[config.mk]
export PLATFORM = sky130hd
export DESIGN_NAME = bcd_counter_chain
export DESIGN_NICKNAME = d
export VERILOG_FILES = /design/src/rtl/counter_pkg.sv /design/src/rtl/bcd_digit.sv /design/src/rtl/bcd_counter_chain.sv
export SDC_FILE = /design/constraint.sdc
export NUM_CORES = 1
export LEC_CHECK = 0
export ABC_AREA = 0
export BUFFER_PORTS_ARGS = -buffer_cell sky130_fd_sc_hd__buf_2
export CORE_ASPECT_RATIO = 1.75
export CORE_UTILIZATION = 35
export CTS_BUF_LIST = sky130_fd_sc_hd__clkbuf_8
export CTS_CLUSTER_SIZE = 25
export DETAILED_ROUTE_END_ITERATION = 7
export GPL_ROUTABILITY_DRIVEN = 0
export HOLD_SLACK_MARGIN = 0.12
export PLACE_DENSITY = 0.61
export SLEW_MARGIN = 20
export SYNTH_ARGS = -nofsm -noshare
export SYNTH_HDL_FRONTEND = slang
export SYNTH_SLANG_ARGS = --single-unit
[constraint.sdc]
create_clock -name clk -period 7.25 [get_ports clk]
set_clock_uncertainty 0.15 [all_clocks]
set_input_delay 0 -clock clk [delete_from_list [all_inputs] [get_ports clk]]
set_output_delay 0 -clock clk [all_outputs]
set_load 0.02 [all_outputs]
[src/rtl/counter_pkg.sv]
// Shared constants and serializer state encoding for the BCD counter chain.
package counter_pkg;
  localparam int BCD_W = 4;
  localparam logic [BCD_W-1:0] BCD_MAX = 4'd9;

  typedef enum logic [1:0] {
    SER_IDLE     = 2'd0,
    SER_SHIFT_LO = 2'd1,
    SER_SHIFT_HI = 2'd2,
    SER_LATCH    = 2'd3
  } ser_state_e;
endpackage

[src/rtl/bcd_digit.sv]
// One decimal digit: +1 on inc, wraps 9 -> 0 and flags a carry in that same cycle.
module bcd_digit
  import counter_pkg::*;
(
  input  logic             clk,
  input  logic             reset,
  input  logic             inc,
  output logic [BCD_W-1:0] value,
  output logic             carry
);
  logic [BCD_W-1:0] value_q, value_d;

  always_comb begin
    value_d = value_q;
    if (inc) value_d = (value_q == BCD_MAX) ? '0 : value_q + 1'b1;
  end

  always_ff @(posedge clk or posedge reset) begin
    if (reset) value_q <= '0;
    else       value_q <= value_d;
  end

  assign value = value_q;
  assign carry = inc && (value_q == BCD_MAX);
endmodule

[src/rtl/bcd_counter_chain.sv]
// Multi-digit BCD counter with one-digit-per-clock carry ripple, plus a
// snapshot register that is shifted out MSB first to an external display.
module bcd_counter_chain
  import counter_pkg::*;
#(
  parameter int DIGITS  = 6,
  parameter int SER_DIV = 1
) (
  input  logic                    clk,
  input  logic                    reset,
  input  logic [DIGITS-1:0]       trigger,
  input  logic                    inc_clk,
  input  logic                    ref_clk,
  output logic [BCD_W*DIGITS-1:0] count_bcd,
  output logic [BCD_W*DIGITS-1:0] disp_bcd,
  output logic                    busy,
  output logic                    overflow,
  output logic                    ser_data,
  output logic                    ser_clk,
  output logic                    ser_latch
);
  localparam int FRAME_W = BCD_W * DIGITS;
  localparam int POS_W   = (DIGITS > 1) ? $clog2(DIGITS) : 1;
  localparam int BIT_W   = $clog2(FRAME_W);
  localparam int DIV_W   = (SER_DIV > 1) ? $clog2(SER_DIV) : 1;
  localparam logic [POS_W-1:0] TOP_POS  = POS_W'(DIGITS - 1);
  localparam logic [BIT_W-1:0] TOP_BIT  = BIT_W'(FRAME_W - 1);
  localparam logic [DIV_W-1:0] DIV_LOAD = DIV_W'(SER_DIV - 1);

  logic [DIGITS-1:0] inc, carry;
  logic [BCD_W-1:0]  digit_val [DIGITS];

  for (genvar g = 0; g < DIGITS; g++) begin : g_digit
    bcd_digit u_digit (
      .clk   (clk),
      .reset (reset),
      .inc   (inc[g]),
      .value (digit_val[g]),
      .carry (carry[g])
    );
    assign count_bcd[g*BCD_W +: BCD_W] = digit_val[g];
  end

  logic             busy_q, busy_d, ovf_q, ovf_d, act;
  logic [POS_W-1:0] pos_q, pos_d, sel_pos, act_pos;

  // A pending carry owns the chain; new requests are only accepted when idle.
  always_comb begin
    sel_pos = '0;
    for (int k = DIGITS - 1; k >= 0; k--) begin
      if (trigger[k]) sel_pos = POS_W'(k);
    end
    act     = busy_q | (inc_clk & (|trigger));
    act_pos = busy_q ? pos_q : sel_pos;
    inc     = '0;
    if (act) inc[act_pos] = 1'b1;
  end

  always_comb begin
    busy_d = busy_q;
    pos_d  = pos_q;
    ovf_d  = ovf_q;
    if (act) begin
      if (carry[act_pos]) begin
        if (act_pos == TOP_POS) begin
          ovf_d  = 1'b1;
          busy_d = 1'b0;
        end else begin
          busy_d = 1'b1;
          pos_d  = act_pos + 1'b1;
        end
      end else begin
        busy_d = 1'b0;
      end
    end
  end

  ser_state_e         state_q, state_d;
  logic [BIT_W-1:0]   bit_q, bit_d;
  logic [DIV_W-1:0]   div_q, div_d;
  logic [FRAME_W-1:0] disp_q, disp_d;
  logic               ser_data_q, ser_data_d, ser_clk_q, ser_clk_d, ser_latch_q, ser_latch_d;

  // Outputs are registered copies of what the next state implies.
  always_comb begin
    state_d = state_q;
    bit_d   = bit_q;
    div_d   = div_q;
    disp_d  = disp_q;
    if (ref_clk) begin
      disp_d  = count_bcd;
      state_d = SER_SHIFT_LO;
      bit_d   = TOP_BIT;
      div_d   = DIV_LOAD;
    end else begin
      unique case (state_q)
        SER_IDLE: ;
        SER_SHIFT_LO: begin
          if (div_q == '0) begin
            state_d = SER_SHIFT_HI;
            div_d   = DIV_LOAD;
          end else begin
            div_d = div_q - 1'b1;
          end
        end
        SER_SHIFT_HI: begin
          if (div_q == '0) begin
            div_d = DIV_LOAD;
            if (bit_q == '0) begin
              state_d = SER_LATCH;
            end else begin
              bit_d   = bit_q - 1'b1;
              state_d = SER_SHIFT_LO;
            end
          end else begin
            div_d = div_q - 1'b1;
          end
        end
        SER_LATCH: state_d = SER_IDLE;
      endcase
    end
    ser_clk_d   = (state_d == SER_SHIFT_HI);
    ser_data_d  = ((state_d == SER_SHIFT_LO) || (state_d == SER_SHIFT_HI)) && disp_d[bit_d];
    ser_latch_d = (state_d == SER_LATCH);
  end

  always_ff @(posedge clk or posedge reset) begin
    if (reset) begin
      busy_q      <= 1'b0;
      pos_q       <= '0;
      ovf_q       <= 1'b0;
      state_q     <= SER_IDLE;
      bit_q       <= '0;
      div_q       <= '0;
      disp_q      <= '0;
      ser_data_q  <= 1'b0;
      ser_clk_q   <= 1'b0;
      ser_latch_q <= 1'b0;
    end else begin
      busy_q      <= busy_d;
      pos_q       <= pos_d;
      ovf_q       <= ovf_d;
      state_q     <= state_d;
      bit_q       <= bit_d;
      div_q       <= div_d;
      disp_q      <= disp_d;
      ser_data_q  <= ser_data_d;
      ser_clk_q   <= ser_clk_d;
      ser_latch_q <= ser_latch_d;
    end
  end

  assign busy      = busy_q;
  assign overflow  = ovf_q;
  assign disp_bcd  = disp_q;
  assign ser_data  = ser_data_q;
  assign ser_clk   = ser_clk_q;
  assign ser_latch = ser_latch_q;
endmodule

* Word level (Yosys, flattened, before mapping)
Index checks and enable logic that the tools add are counted.
** Operators by class
- Reduce and logical (&&, ||, !) cells :: 15
- Add/subtract/negate cells :: 9
- Equal/unequal tests :: 13
- $lt $le $gt $ge :: 3
- Multiplexer cells :: 35
- Bitwise gates (word level) :: 3
** Operator list (number)
- $add 4x1->4 const B :: 6
- $eq 4x4->1 const B :: 6
- $mux 24 :: 1
- $mux 4 :: 6
- $mux 3 :: 7
- $mux 5 :: 4
- $eq 2x2->1 const B :: 4
- $logic_and 1x1->1 :: 8
- $mux 1 :: 8
- $mux 2 :: 4
- $lt 5x6->1 const B :: 1
- $mux 6 :: 1
- $pmux 2 s3 :: 1
- $reduce_and 3->1 :: 2
- $reduce_or 6->1 :: 1
- $bmux 1 s5 :: 1
- $logic_not 5->1 :: 1
- $sub 5x1->5 const B :: 1
- $eq 2x1->1 const B :: 2
- $lt 3x4->1 const B :: 1
- $add 3x1->3 const B :: 1
- $bmux 1 s3 :: 1
- $demux 1 s3 :: 1
- $eq 3x3->1 const B :: 1
- other kinds (8) :: 8
** Word-level totals
- Bits in registers :: 64
- Input port bits :: 10
- Output and inout bits :: 53
- Logic and storage cells :: 94

* Logic depth before layout (Yosys ltp)
Gate-level depths: netlist of run 1.
- Depth after elaboration :: 16
- Gate-level depth with buffers :: 11
- Depth with buffers taken out :: 11

* Hierarchy
Synthesis of run 1 repeated with hierarchy kept, for this count alone.
** Second synthesis, totals
- Cell total of the unflattened synthesis :: 294
- Area total of the unflattened synthesis :: 3236.9 um^2
** Modules (own cells, without submodules)
- bcd_counter_chain :: area each 2073.2 um^2, cells each 186, times used 1, seq. area each 975.9 um^2
- bcd_digit :: area each 193.9 um^2, cells each 18, times used 6, seq. area each 100.1 um^2

* Worst setup path after synthesis of run 1
Ideal clock, no wire load.
- Path type :: register to register
- Start :: register bit_q[0]
- End :: register ser_data_q, in the netlist ser_data
- Period minus slack after synthesis :: 2.551 ns
- Library setup time :: 0.138 ns
- Data required time :: 6.962 ns
- Setup slack :: 4.699 ns
- Stages on the path, launching flop included :: 10
- Buffers on the path :: 0
- Arrival time :: 2.263 ns
- Cell sequence :: dfrtp_1 > inv_1 > ha_1 > or4b_4 > a21oi_4 > nor3_4 > inv_6 > mux2_2 > o21ai_0 > o221ai_1
** Between the ends
- Cells in the longest elaborated chain, start to end :: 8
** RTL lines
- from (decl) :: RTL line bcd_counter_chain.sv:79 : logic [BIT_W-1:0] bit_q, bit_d;
- from (signal assigned) :: RTL line bcd_counter_chain.sv:144 : bit_q <= bit_d;
- $sub 5x1->5 / $logic_not 5->1 (equally long branches) :: RTL line bcd_counter_chain.sv:112, bcd_counter_chain.sv:109
- $mux 5 :: RTL line bcd_counter_chain.sv:109 : if (bit_q == '0) begin
- $mux 5 :: RTL line bcd_counter_chain.sv:107 : if (div_q == '0) begin
- $mux 5 (*) :: RTL line bcd_counter_chain.sv:96 : unique case (state_q)
- $mux 5 (*) :: RTL line bcd_counter_chain.sv:90 : if (ref_clk) begin
- named net bit_d[0] :: RTL line bcd_counter_chain.sv:79
- $bmux 1 s5 (*) :: RTL line bcd_counter_chain.sv:123 : ser_data_d = ((state_d == SER_SHIFT_LO) || (state_d == SER_SHIFT_HI)) && disp_d[bit_d];
- $mux 1 (not written as such) (*) :: RTL line bcd_counter_chain.sv:123
- $logic_and 1x1->1 (*) :: RTL line bcd_counter_chain.sv:123
- named net ser_data_d :: RTL line bcd_counter_chain.sv:82 : logic ser_data_q, ser_data_d, ser_clk_q, ser_clk_d, ser_latch_q, ser_latch_d;
- to (signal assigned) :: RTL line bcd_counter_chain.sv:147 : ser_data_q <= ser_data_d;
- to (decl) :: RTL line bcd_counter_chain.sv:82
The timed path passes the listed nets; every way through them passes the cells marked *. The select of a mux whose other input is x is not followed.
A chain may end at the register's enable or synchronous reset.

* Worst setup path in the final report of run 1
- Start :: register bit_q[0]
- End :: register ser_data_q, in the netlist ser_data
** Between the ends
- Cells in the longest elaborated chain, start to end :: 8
** RTL lines (RTL line)
- $sub 5x1->5 / $logic_not 5->1 (equally long branches) :: bcd_counter_chain.sv:112, bcd_counter_chain.sv:109
- $mux 5 / $mux 2 (equally long branches) :: bcd_counter_chain.sv:109
- $mux 5 / $mux 2 (equally long branches) :: bcd_counter_chain.sv:107
- $mux 5 / $pmux 2 s3 (equally long branches) :: bcd_counter_chain.sv:96
- $mux 5 / $mux 2 (equally long branches) :: bcd_counter_chain.sv:90
- $bmux 1 s5, or another cell as far along :: bcd_counter_chain.sv:123
- $mux 1 (not written as such) / $logic_or 1x1->1 (equally long branches) :: bcd_counter_chain.sv:123
- $logic_and 1x1->1 (*) :: bcd_counter_chain.sv:123
- named net ser_data_d :: bcd_counter_chain.sv:82
Marks and branches as above.

==> reports/summary.txt, run 1 <==
Setup TNS: 0 ps
WS Path Type: reg2reg
Final hold violation count: 0
First-pass GRT wire length: 13720 µm
Worst min path class: in2reg
Via count: 2712
CTS tree: yes
CP Capture Type: flip-flop
Slew @ Worst Pin: 828.7 ps
Initial antenna violation count: 0
N_diodes: 0
Global Route Usage Sum: 17.68%
Multi-input gate area in the final layout: 1688 µm²
Crit-path max cell delay: 510 ps
Post-layout min period: 2836 ps
Final #Nets: 409
Top FF cell, synth: dfrtp_1
CP top delay family: compound AO/OA/AOI/OAI gates
Commonest non-fill, non-tap cell in the layout: dfrtp_1
Worst path arrival time: 2940 ps
Flip-flop and latch count after synthesis: 63
Post-CTS Hold Buffers: 8
Commonest cells after routing, fill and taps aside: dfrtp_1, buf_2, mux2_2
Netlist cell types: 68
Crit path cell chain: inv_1 > ha_1 > or4b_4 > a211oi_1 > or3_1 > a21oi_1 > o311ai_0 > nand4_1 > o221ai_1
Placed Area: 3837 µm²
Iter 0 DRT Violations: 193
Setup Viol. Count Final: 0
Io pins: 63
CTS resizes: 0
Max-cap violations: 0
Mean post-synth cell area: 10.73 µm²
Pwr Total: 1.482 mW
Final antenna-violating net count: 0
Fill cells: 963
Clk slew on worst S/H paths: 70 ps
Max Fclk: 0.3526 GHz
Post-CTS setup repair buffer count: 0
H-Tree Depth: 3
Pwr dens: 360.1 nW/µm²
FP Rows: 47
RSZ-0062 raised after global routing: false
HPWL Detailed: 6247 µm
Remaining global-route overflow: 0
Post-synthesis cell count: 316
Die W: 76.41 µm
Register area share after synthesis: 46.49%
Clock latency on the worst-skew pair: 340 ps
Drt pass-1 iters: 4
Total CTS buffers: 9
Outcome: finished, final reports clean
Mapped cell area: 3391 µm²
Count of pins over their slew limit: 0
Largest net degree at the start of global routing: 64
Slew Limit Headroom: 44.76%
Final cell area excluding filler cells: 4115 µm²
DIE HEIGHT: 132.2 µm
Max rail drop VDD: 0.1992 mV
Leakage: 1.906 nW
CP Max Fanout: 7
Total Routed Length: 8314 µm
Critical Path RT: 7360 ps
Number of enable flip-flop cells after synthesis: 0
Period Utilization, post-route: 39.11%
Vias in the first global route: 2800
WL per Instance: 16.02 µm
Synth Net Count: 332
CTS Buffer Depth: 2
Starting Density: 36.04%
I/O Buffers: 62
Reg area: 1577 µm²
Core area: 9409 µm²
Asr flop ratio synth: 100.0%
CTS root buffer: clkbuf_8
Clk sink count: 63
Synth warn: 0
Startpoint types: flip-flop
Area delta synth->final: 21.37%
WP buf/inv: 1
DRC Markers: 0
Layout cell share with drive strength beyond 1: 31.49%
CP max-delay cell: or4b_4
Die footprint: 10100 µm²
DR vias/cell: 5.225
==> cell usage after synthesis (all sizes together), types with 3 or more instances <==
cell type	instances	area, µm²
ha	6	75.07
nor4	3	25.02
xnor2	8	70.07
o21bai	3	22.52
mux2i	4	40.04
nand3	5	25.02
o22ai	4	25.02
buf	4	20.02
dfrtp	63	1577
nor3	15	91.34
and2	3	18.77
nand4	3	18.77
xor2	4	35.03
o21ai	25	125.1
nand2b	5	38.78
nor2	17	63.81
nor3b	7	57.55
a21o	5	37.54
nor2b	5	31.28
a21oi	13	80.08
nand4b	3	26.28
a211oi	3	22.52
inv	26	102.6
nor4b	5	56.31
nand3b	3	22.52
mux2	30	337.8
nand2	12	45.04
==> stage by stage <==
step	worst slack, ps	util [%]	hold slack (ps)	instances
floorplan	4699	-	93.83	316
CTS	4427	43.74	126.3	519
global route	4179	43.74	184.2	519
global placement	4534	40.78	124.7	496
detailed placement	4448	40.78	131.8	496
finish	4414	43.74	139.7	519
==> sequential cells by signal, indices dropped and copies added (netlist names) <==
name,count
disp_bcd,24
ser_latch,1
g_digit.u_digit.value,24
bit_q,5
overflow,1
pos_q,3
ser_clk,1
ser_data,1
state_q,2
busy,1
==> final timing paths <==
check	from	end	slack, ps	cells past startpoint
min in group asynchronous	reset	pos_q[2]	290	4
max in group asynchronous	reset	bit_q[4]	6110	4
worst min-delay path	ref_clk	disp_bcd[6]	140	3
worst min register to register	overflow	overflow	330	1
worst max register to register	bit_q[0]	ser_data	4410	9
worst max-delay path	bit_q[0]	ser_data	4410	9
==> layer usage <==
| metal | track usage [%] | up-vias | part of all wire [%] |
|---|---|---|---|
| met4 | 10.90 | 0 | 4.2 |
| li1 | - | 1314 | - |
| met1 | 18.15 | 1318 | 39 |
| met5 | 0 | - | 0 |
| met2 | 32.03 | 54 | 53 |
| met3 | 3.945 | 26 | 2.9 |
==> kinds of logic (layout without fill, tap and decap cells) <==
logic type	after synthesis	count (layout)	share of synthesized area, %
adder cells (fa/ha/maj)	6	6	2.214
AND/OR/NAND/NOR	96	96	17.75
XOR/XNOR	12	12	3.100
buffers and inverters	31	112	3.727
multiplexers	34	34	11.14
flip-flops	63	63	46.49
AO/OA/AOI/OAI	74	74	15.57
==> layout make-up <==
class	count	area share (%)
inverters	26	2.493
flip-flops and latches	63	38.31
clock buffers	11	3.679
clock inverters	4	1.125
well taps	122	3.709
multi-input cells	222	41.02
repair buffers	71	9.669
==> power by group <==
group	internal, mW	switching [mW]	total (mW)
combinational	0.233	0.334	0.567
clock	0.174	0.133	0.307
sequential	0.468	0.140	0.608
total	0.874	0.607	1.48
==> tightest hold or removal path, cell delays in order <==
cell and delay (ps):
buf_2 360, nand2_1 140, o21ai_0 70
Note: power is estimated with default switching activity, not from simulation.
==> run 2, diff against run 1 <==
- clock period: 7.25 -> 2.8 ns (I/O delays scaled with it)
==> run 2 against run 1 <==
Against the previous run: combinational power rose to 2.7 times the previous value; sequential power rose to 2.6 times the previous value; utilization rose by 1.2 points; clock power rose to 3.0 times the previous value; critical path type unchanged; largest cell class unchanged; highest routed layer unchanged.
==> reports/summary.txt, run 2 (synthesis gave the netlist of run 1 again) <==
Crit-path max cell delay: 510 ps
Commonest cells after routing, fill and taps aside: dfrtp_1, buf_2, mux2_2
FF-to-FF Start: bit_q[1]
Die footprint: 10100 µm²
Area delta synth->final: 24.65%
First-pass GRT wire length: 14020 µm
Vias in the first global route: 2854
Clk sink count: 63
Remaining global-route overflow: 0
WHS Endpoint: pos_q[2]
WL per Instance: 16.23 µm
R2R depth: 9
Slew Limit Headroom: 48.38%
Crit path cell chain: inv_1 > ha_2 > or4b_4 > a21oi_4 > nor3_4 > inv_6 > mux2_1 > o21ai_0 > o221ai_1
Finished Layout Cells: 528
Pwr Total: 4.010 mW
Min-delay src: trigger[0]
Clock latency on the worst-skew pair: 350 ps
Final core occ: 44.92%
Die W: 76.41 µm
Max-cap violations: 0
Iter 0 DRT Violations: 164
Worst path arrival time: 2740 ps
Final #Nets: 417
Leakage: 1.950 nW
Total Routed Length: 8570 µm
Slew @ Worst Pin: 773.1 ps
R2r setup slk: 120 ps
N_diodes: 0
CP Capture Type: flip-flop
Largest net degree at the start of global routing: 37
Global Route Usage Sum: 17.96%
WP buf/inv: 2
Pwr dens: 948.8 nW/µm²
Final antenna-violating net count: 0
Layout cell share with drive strength beyond 1: 33.99%
FP Rows: 47
CTS root buffer: clkbuf_8
Worst hold path stage count: 5
Outcome: finished, final reports clean
Starting Density: 36.04%
Commonest non-fill, non-tap cell in the layout: dfrtp_1
WS Path Type: reg2reg
Period Utilization, post-route: 95.69%
Worst min path class: in2reg
Crit. Startpoint: bit_q[1]
DRC Markers: 0
DR vias/cell: 5.235
HPWL Detailed: 6560 µm
Final hold violation count: 0
Initial antenna violation count: 0
CTS Buffer Depth: 2
CP top delay family: simple AND/OR/NAND/NOR gates
H-Tree Depth: 3
DIE HEIGHT: 132.2 µm
CP max-delay cell: or4b_4
Max Fclk: 0.3732 GHz
Total CTS buffers: 9
Setup Viol. Count Final: 0
Startpoint types: flip-flop
I/O Buffers: 62
CTS tree: yes
Via count: 2764
Io pins: 63
Critical Path RT: 2860 ps
CP Max Fanout: 7
Clk slew on worst S/H paths: 70 ps
Max rail drop VDD: 0.5278 mV
Drt pass-1 iters: 4
Capture point of the worst reg-to-reg path: ser_data
Post-layout min period: 2679 ps
Placed insts: 504
Count of pins over their slew limit: 0
Core area: 9409 µm²
## run 2: cell count changes in the layout (fill, tap and decap cells not counted), sizes merged
cell      before  now
buf           63   71
bufinv         1    2
clkinvlp       1    2
clkbuf        11   10
## run 2: worst min-delay path, delay by kind of cell
family          cells  cell delay [ps]
buf+inv             2              300
simple gates        1               70
compound gates      2              200
## run 2: worst max-delay path by stage
stage                     to  slack (ps)  cells past startpoint
floorplan           ser_data         250                      9
global placement    ser_data         220                      9
detailed placement  ser_data         160                      9
CTS                 ser_data         150                      9
global route        ser_data        -0.9                      9
finish              ser_data         120                      9
## run 2: metrics by stage
stage	setup slack (ps)	hold slack, ps	area, µm²	TNS, ps
2_1_floorplan	249.2	93.83	3391	0
3_3_place_gp	215.7	27.14	3897	0
3_5_place_dp	160.4	31.74	3897	0
4_1_cts	147.8	120.2	4208	0
5_1_grt	-0.9006	140.5	4227	-0.9006
6_report	120.7	132.7	4227	0
## run 2: final cells by class
cell class,count,area (µm²)
clock buffer,10,137.6
timing repair buffer,79,457.9
fill,946,5182
clock inverter,6,92.59
inverter,26,102.6
tap,122,152.6
sequential,63,1577
multi-input combinational,222,1707
## run 2: power breakdown
group | total [mW] | internal, mW | switching [mW]
Combinational | 1.52 | 0.636 | 0.882
Sequential | 1.58 | 1.21 | 0.368
Clock | 0.913 | 0.530 | 0.384
Total | 4.01 | 2.38 | 1.63
## run 2: layer usage
layer | global-route usage [%] | routed length, µm | vias up
met5 | 0 | 0 | -
met4 | 9.936 | 328 | 0
met3 | 3.806 | 262 | 23
met2 | 32.83 | 4678 | 58
met1 | 18.78 | 3301 | 1351
li1 | - | - | 1332
## run 2: what timing repair did
action | 4_1_cts | 5_1_grt
endpoints found under the setup margin | 0 | 1
resized for setup | 0 | 5
setup buffers | 0 | 0
hold buffers | 8 | 0
endpoints found under the hold margin | 51 | 0
